$ cat src/rtl/fg_prog_sequencer.sv
// Multi-island floating-gate programming sequencer: accepts one command at a time and
// drives the programming mux through a timed, break-before-make address/arm/pulse/recover sequence.
module fg_prog_sequencer #(
  parameter int ISLANDS    = 2,
  parameter int ISL_BITS   = 1,
  parameter int ROW_BITS   = 6,
  parameter int COL_BITS   = 6,
  parameter int PW_BITS    = 16,
  parameter int SETTLE_CYC = 8
) (
  input  logic                clk,
  input  logic                reset,
  input  logic                cmd_valid,
  output logic                cmd_ready,
  input  logic [1:0]          cmd_op,
  input  logic [ISL_BITS-1:0] cmd_island,
  input  logic [ROW_BITS-1:0] cmd_row,
  input  logic [COL_BITS-1:0] cmd_col,
  input  logic [PW_BITS-1:0]  cmd_pulse,
  input  logic                abort,
  output logic [ISLANDS-1:0]  island_sel,
  output logic [ROW_BITS-1:0] row_addr,
  output logic [COL_BITS-1:0] col_addr,
  output logic                dec_en,
  output logic                prog_r,
  output logic                vtun_en,
  output logic                run_r,
  output logic                meas_strobe,
  output logic                done,
  output logic                err
);

  localparam int ST_BITS = $clog2(SETTLE_CYC + 1);
  localparam logic [ST_BITS-1:0] SETTLE_LD = ST_BITS'(SETTLE_CYC);

  typedef enum logic [2:0] {
    S_IDLE, S_ADDR, S_ARM, S_PULSE, S_RECOVER, S_DONE
  } state_e;

  typedef enum logic [1:0] {
    OP_RUN  = 2'b00,
    OP_INJ  = 2'b01,
    OP_TUN  = 2'b10,
    OP_READ = 2'b11
  } op_e;

  state_e              state_q, state_d;
  op_e                 op_q, op_d, op_in;
  logic [ROW_BITS-1:0] row_q, row_d;
  logic [COL_BITS-1:0] col_q, col_d;
  logic [ISLANDS-1:0]  isl_q, isl_d;
  logic                run_q, run_d;
  logic                err_q, err_d;
  logic [ST_BITS-1:0]  st_q, st_d;
  logic [PW_BITS-1:0]  pw_q, pw_d;
  logic                bad_island;
  logic                bad_pulse;

  assign op_in      = op_e'(cmd_op);
  assign bad_island = 32'(cmd_island) >= 32'(ISLANDS);
  assign bad_pulse  = (op_in != OP_RUN) && (cmd_pulse == '0);

  always_ff @(posedge clk or posedge reset) begin
    if (reset) begin
      state_q <= S_IDLE;
      op_q    <= OP_RUN;
      row_q   <= '0;
      col_q   <= '0;
      isl_q   <= '0;
      run_q   <= 1'b1;
      err_q   <= 1'b0;
      st_q    <= '0;
      pw_q    <= '0;
    end else begin
      state_q <= state_d;
      op_q    <= op_d;
      row_q   <= row_d;
      col_q   <= col_d;
      isl_q   <= isl_d;
      run_q   <= run_d;
      err_q   <= err_d;
      st_q    <= st_d;
      pw_q    <= pw_d;
    end
  end

  always_comb begin
    state_d = state_q;
    op_d    = op_q;
    row_d   = row_q;
    col_d   = col_q;
    isl_d   = isl_q;
    run_d   = run_q;
    err_d   = err_q;
    st_d    = st_q;
    pw_d    = pw_q;

    unique case (state_q)
      S_IDLE: begin
        if (cmd_valid) begin
          op_d  = op_in;
          err_d = 1'b0;
          // Rejected commands touch nothing but done/err.
          if (bad_island || bad_pulse) begin
            err_d   = 1'b1;
            state_d = S_DONE;
          end else if (op_in == OP_RUN) begin
            state_d = S_DONE;
          end else begin
            state_d = S_ADDR;
            run_d   = 1'b0;
            isl_d   = ISLANDS'(1) << cmd_island;
            row_d   = (op_in == OP_TUN) ? '0 : cmd_row;
            col_d   = (op_in == OP_TUN) ? '0 : cmd_col;
            st_d    = SETTLE_LD;
            pw_d    = cmd_pulse;
          end
        end
      end
      S_ADDR: begin
        if (abort) begin
          state_d = S_RECOVER;
          st_d    = SETTLE_LD;
          err_d   = 1'b1;
        end else if (st_q == ST_BITS'(1)) begin
          state_d = S_ARM;
          st_d    = SETTLE_LD;
        end else begin
          st_d = st_q - ST_BITS'(1);
        end
      end
      S_ARM: begin
        if (abort) begin
          state_d = S_RECOVER;
          st_d    = SETTLE_LD;
          err_d   = 1'b1;
        end else if (st_q == ST_BITS'(1)) begin
          state_d = S_PULSE;
        end else begin
          st_d = st_q - ST_BITS'(1);
        end
      end
      S_PULSE: begin
        if (abort) begin
          state_d = S_RECOVER;
          st_d    = SETTLE_LD;
          err_d   = 1'b1;
        end else if (pw_q == PW_BITS'(1)) begin
          state_d = S_RECOVER;
          st_d    = SETTLE_LD;
        end else begin
          pw_d = pw_q - PW_BITS'(1);
        end
      end
      S_RECOVER: begin
        if (st_q == ST_BITS'(1)) begin
          state_d = S_DONE;
          run_d   = 1'b1;
          isl_d   = '0;
        end else begin
          st_d = st_q - ST_BITS'(1);
        end
      end
      S_DONE: begin
        state_d = S_IDLE;
      end
      default: begin
        state_d = S_IDLE;
      end
    endcase
  end

  // Drive outputs are pure state decodes so an async reset clears them without a clock.
  always_comb begin
    cmd_ready   = (state_q == S_IDLE);
    island_sel  = isl_q;
    row_addr    = row_q;
    col_addr    = col_q;
    run_r       = run_q;
    dec_en      = ((state_q == S_ARM) || (state_q == S_PULSE)) && (op_q != OP_TUN);
    prog_r      = (state_q == S_PULSE) && (op_q == OP_INJ);
    vtun_en     = (state_q == S_PULSE) && (op_q == OP_TUN);
    meas_strobe = (state_q == S_PULSE) && (op_q == OP_READ) && (pw_q == PW_BITS'(1));
    done        = (state_q == S_DONE);
    err         = (state_q == S_DONE) && err_q;
  end

endmodule

$ cat config.mk
export PLATFORM = sky130hd
export DESIGN_NAME = fg_prog_sequencer
export DESIGN_NICKNAME = d
export VERILOG_FILES = /design/src/rtl/fg_prog_sequencer.sv
export SDC_FILE = /design/constraint.sdc
export NUM_CORES = 1
export LEC_CHECK = 0
export ABC_CLOCK_PERIOD_IN_PS = 2870
export BUFFER_PORTS_ARGS = -buffer_cell sky130_fd_sc_hd__buf_2
export CAP_MARGIN = 10
export CORE_MARGIN = 2
export CORE_UTILIZATION = 25
export DETAILED_ROUTE_END_ITERATION = 8
export MAX_ROUTING_LAYER = met4
export PLACE_DENSITY = 0.41
export SETUP_SLACK_MARGIN = 0.3
export SYNTH_ARGS = -nofsm -noshare
export SYNTH_HDL_FRONTEND = slang
export SYNTH_SLANG_ARGS = --single-unit
$ cat constraint.sdc
create_clock -name clk -period 2.87 [get_ports clk]
set_clock_uncertainty 0.15 [all_clocks]
set_input_delay 0.287 -clock clk [delete_from_list [all_inputs] [get_ports clk]]
set_output_delay 0.287 -clock clk [all_outputs]
set_load 0.02 [all_outputs]
# Word-level counts from Yosys, hierarchy flattened
# Cells that the tools add are included.
[word_totals] register_bits=41 in_bits=35 output_inout_bits=22 elab_cells=103
[classes] add_sub_neg=2 eq_ne=22 shift=1 n_mux=43 n_bitwise=2 reduce_logical=24
[ops] operator="$mux 16" count=5
[ops] operator="$mux 4" count=9
[ops] operator="$pmux 16 s2" count=1
[ops] operator="$mux 3" count=10
[ops] operator="$pmux 4 s5" count=1
[ops] operator="$eq 16x1->1 const B" count=1
[ops] operator="$logic_not 16->1" count=1
[ops] operator="$sub 16x1->16 const B" count=1
[ops] operator="$pmux 3 s5" count=1
[ops] operator="$reduce_and 5->1" count=3
[ops] operator="$ne 2x2->1 const B" count=7
[ops] operator="$mux 6" count=2
[ops] operator="$ne 3x3->1 const B" count=3
[ops] operator="$mux 2" count=4
[ops] operator="$reduce_bool 2->1" count=4
[ops] operator="$logic_and 1x1->1" count=7
[ops] operator="$mux 1" count=7
[ops] operator="$eq 2x2->1 const B" count=3
[ops] operator="$eq 3x2->1 const B" count=2
[ops] operator="$eq 3x3->1 const B" count=2
[ops] operator="$reduce_and 6->1" count=1
[ops] operator="$reduce_bool 5->1" count=1
[ops] operator="$eq 4x1->1 const B" count=1
[ops] operator="$pmux 1 s2" count=2
[ops] operator="other kinds (14)" count=15

# Depth between registers and ports, before layout
[depth] word_depth=5 ltp_mapped=9

# Worst setup path after synthesis
# Ideal clock, no wire load.
[synth_timing] kind="register to register" startpoint="register st_q[1]" endpoint="register st_q[0]" setup_time_ns=0.118 arrival_ns=1.768 required_ns=2.602 slack_ns=0.833 path_stages_with_launch=10 path_buffers=0 path_cell_list="dfrtp_1 > inv_1 > ha_1 > nor3b_1 > inv_1 > ha_1 > nor2_1 > a32oi_1 > o21ai_0 > a21o_1"
[synth_via] elab_chain_len=4 word_cells_on_any_way=6
[synth_rtl] element="start, declared" line_no="54" text="logic [ST_BITS-1:0] st_q, st_d;"
[synth_rtl] element="start signal, assigned" line_no="82" text="st_q <= st_d;"
[synth_rtl] element="$eq 4x1->1 *" line_no="125, 137, 156"
[synth_rtl] element="$mux 4, on equally long branches (2 in series)"
[synth_rtl] element="$pmux 4 s5 *" line_no="98" text="unique case (state_q)"
# Every way passes the cells marked *; elsewhere a longest branch is shown, timed or not.
# A chain may end at the register's enable or synchronous reset.

# Worst setup path in the final report
[layout_timing] startpoint="input cmd_pulse[3]" endpoint="register pw_q[1]"
[layout_via] elab_chain_len=4
[layout_rtl] element="start, declared" line_no="19" text="input logic [PW_BITS-1:0] cmd_pulse,"
[layout_rtl] element="$logic_not 16->1" line_no="61" text="assign bad_pulse = (op_in != OP_RUN) && (cmd_pulse == '0);"
[layout_rtl] element="$logic_and 1x1->1" line_no="61"
[layout_rtl] element="$ne 2x2->1 (no line)"
[layout_rtl] element="$reduce_and 6->1 (no line)"
[layout_rtl] element="end signal, assigned" line_no="83" text="pw_q <= pw_d;"
[layout_rtl] element="end, declared" line_no="55" text="logic [PW_BITS-1:0] pw_q, pw_d;"
# Every way passes these cells.

==> impl_metrics.env <==
export IMPL_worstPathRequired_ns=2.91
export IMPL_syn_avg_cell_area_um2=8.841
export IMPL_fin_crit_sh_pct=80.20
export IMPL_placedCellCount=469
export IMPL_drc=0
export IMPL_final_common_cell="buf_2"
export IMPL_timing_critical_path_fanout_max=13
export IMPL_cells_after_synth=287
export IMPL_drv_slew=0
export IMPL_fin_util_pct=31.77
export IMPL_vias=2335
export IMPL_critical_path_startpoint_type="input pin"
export IMPL_finalPower_mw=2.913
export IMPL_wire_per_inst_um=14.71
export IMPL_layoutNonFillerInstCount=479
export IMPL_tightest_slew_ns=0.6586
export IMPL_max_freq_mhz=434.5
export IMPL_power_density_nw_per_um2=934.0
export IMPL_cp_data_arrival_time_ns=2.34
export IMPL_post_synth_instance_area_um2=2537
export IMPL_fraction_of_layout_cells_with_a_size_suffix_above_1_pct=28.32
export IMPL_vias_per_cell=4.875
export IMPL_clock_tree_root_cell="clkbuf_8"
export IMPL_cts_buffers_inserted=5
export IMPL_synth_edff_count=0
export IMPL_syn_nets=327
export IMPL_fp_row_count=36
export IMPL_cts_htree_levels=2
export IMPL_syn_to_layout_area_delta_pct=22.93
export IMPL_rsz_0062_raised_after_global_routing="false"
export IMPL_layout_cell_area_non_filler_um2=3119
export IMPL_insertedDiodeCount=0
export IMPL_power_leakage_nw=1.415
export IMPL_end_kind="flip-flop"
export IMPL_dpl_instance_area_um2=2962
export IMPL_multiInputGateArea_um2=1353
export IMPL_pin_count_of_the_biggest_net_entering_global_routing=42
export IMPL_type_of_the_worst_min_delay_path="in2reg"
export IMPL_globalRouteOverflowTotal=0
export IMPL_dominantRegCellSynth="dfrtp_1"
export IMPL_fin_tns_setup_ns=0
export IMPL_synth_lib_cells_used_distinct=53
export IMPL_ctsLongestPathBuffers=2
export IMPL_final_period_minus_worst_setup_slack_ns=2.302
export IMPL_place_port_buffers=56
export IMPL_max_vdd_ir_drop_v=0.0003005
export IMPL_run_status="finished clean"
export IMPL_commonest_cells_after_routing_fill_and_taps_aside="buf_2, dfrtp_1, nor2_1, nand2_1, a21oi_1"
export IMPL_total_area_of_sequential_cells_um2=1027
export IMPL_design_final_nets=385
export IMPL_detail_route_antenna_nets=0
export IMPL_final_hold_violation_count=0
export IMPL_drtPass1Iterations=4
export IMPL_max_slew_headroom_at_the_worst_pin_pct=55.69
export IMPL_synth_seq_area_share_pct=40.48
export IMPL_place_hpwl_mm=5.086
export IMPL_antenna_found_initial=0
export IMPL_worstSetupPathType="in2reg"
export IMPL_number_of_global_route_vias_before_repair=2364
export IMPL_count_of_max_cap_constraint_violations=0
export IMPL_grtUsageTotal_pct=13.94
export IMPL_grt_pass1_wl_mm=12.19
export IMPL_dieWidth_um=104.7
export IMPL_number_of_fill_cells_in_the_layout=1090
export IMPL_io_pins=57
export IMPL_coreArea_um2=9819
export IMPL_ys_warn_count=0
export IMPL_asyncSetResetFlopFracSynth_pct=100.0
export IMPL_start_util_pct=25.84
export IMPL_finalWeightedCongestion=0.7613
export IMPL_ys_ff_latch=41
export IMPL_numClockSinks=41
export IMPL_cts_tree="yes"
export IMPL_clkLatencyLatePin_ns=0.31
export IMPL_drt_wl_total_mm=7.048
export IMPL_initialDrtViolationCount=102
export IMPL_finalSetupViolations=0
export IMPL_die_y_um=104.7
export IMPL_cts_clk_pin_slew_worst_paths_ns=0.09
export IMPL_die_area_um2=10970
registers in the layout (all words and copies together), names as in the netlist:
| name | cells |
|---|---|
| pw_q | 16 |
| col_addr | 6 |
| row_addr | 6 |
| st_q | 4 |
| state_q | 3 |
| island_sel | 2 |
| op_q | 2 |
| err_q | 1 |
| run_r | 1 |
cells in the mapped netlist (3+ instances only):
cell       count  area share, %
a211oi_1       3           0.89
a21oi_1       25            4.9
a31oi_1        9            2.2
a41oi_1        3            1.0
and2_1         3           0.74
buf_2          3           0.59
buf_6          3            1.3
clkbuf_1      10            1.5
dfrtp_1       40             39
ha_1           5            2.5
inv_1         14            2.1
mux2_2         5            2.2
nand2_1       32            4.7
nand2b_1       3           0.74
nand3_1        3           0.59
nor2_1        33            4.9
nor3_1         5           0.99
nor4_1         7            1.7
nor4_4         3            2.5
o21ai_0       17            3.4
o22a_1        10            3.5
o22ai_1        4           0.99
o2bb2ai_1      4            1.4
path summary, 6_finish.rpt:
kind / startpoint / endpoint / slack [ns] / depth (start not counted)
setup reg to reg: pw_q[12]$_DFFE_PP0P_ / pw_q[1]$_DFFE_PP0P_ / 0.62 / 5
hold reg to reg: row_addr[5]$_DFFE_PP0P_ / row_addr[5]$_DFFE_PP0P_ / 0.33 / 2
hold / removal: cmd_row[2] / row_addr[2]$_DFFE_PP0P_ / 0.06 / 3
setup / recovery: cmd_pulse[3] / pw_q[1]$_DFFE_PP0P_ / 0.57 / 6
max in group asynchronous: reset / pw_q[5]$_DFFE_PP0P_ / 1.66 / 4
min in group asynchronous: reset / island_sel[0]$_DFFE_PP0P_ / 0.51 / 4
cells by family (layout without fill, tap and decap cells):
logic type	after synthesis	count (layout)	synth area share [%]
mux	5	5	2.219
simple gates	113	113	24.36
compound gates	89	89	23.52
xor+xnor	1	1	0.3452
buf+inv	32	91	6.213
fa+ha+maj	6	6	2.860
flops	41	41	40.48
stage by stage:
stage,setup WS [ns],hold WS (ns)
6_report,0.5683,0.06068
2_1_floorplan,0.8333,0.2195
4_1_cts,0.5579,0.05336
3_3_place_gp,0.2160,0.3079
5_1_grt,0.4062,0.06329
3_5_place_dp,0.2500,0.3173
critical path: stages:
cell and delay, ns:
buf_2 0.11, nor4_1 0.60, nand4_1 0.39, o211ai_2 0.34, and2_1 0.28, mux2_2 0.34
layer usage:
layer	vias up	part of all wire, %	global-route usage (%)
li1	1161	-	-
met3	10	4.6	2.495
met5	-	0	-
met4	0	0.82	3.048
met1	1100	52	20.00
met2	64	42	20.45
power breakdown:
group	switching, mW	leakage, nW	internal, mW	total (mW)
Clock	0.232	0.0687	0.351	0.582
Combinational	0.702	0.853	0.516	1.22
Sequential	0.268	0.493	0.845	1.11
Total	1.20	1.42	1.71	2.91
timing repair:
action                                 4_1_cts  5_1_grt
gates resized for setup                      0        0
hold buffers                                 2        0
setup buffers                                0        0
endpoints found under the hold margin       32        0
final cells by class:
type                    instances  share of cell area, %
clock buffers                   5                  2.206
clock inverters                 3                  2.206
inverters                      14                  1.685
multi-input cells             214                  43.36
flip-flops and latches         41                  32.93
well taps                     133                  5.335
repair buffers                 69                  12.27
No activity file was read; power rests on OpenSTA's default activity.
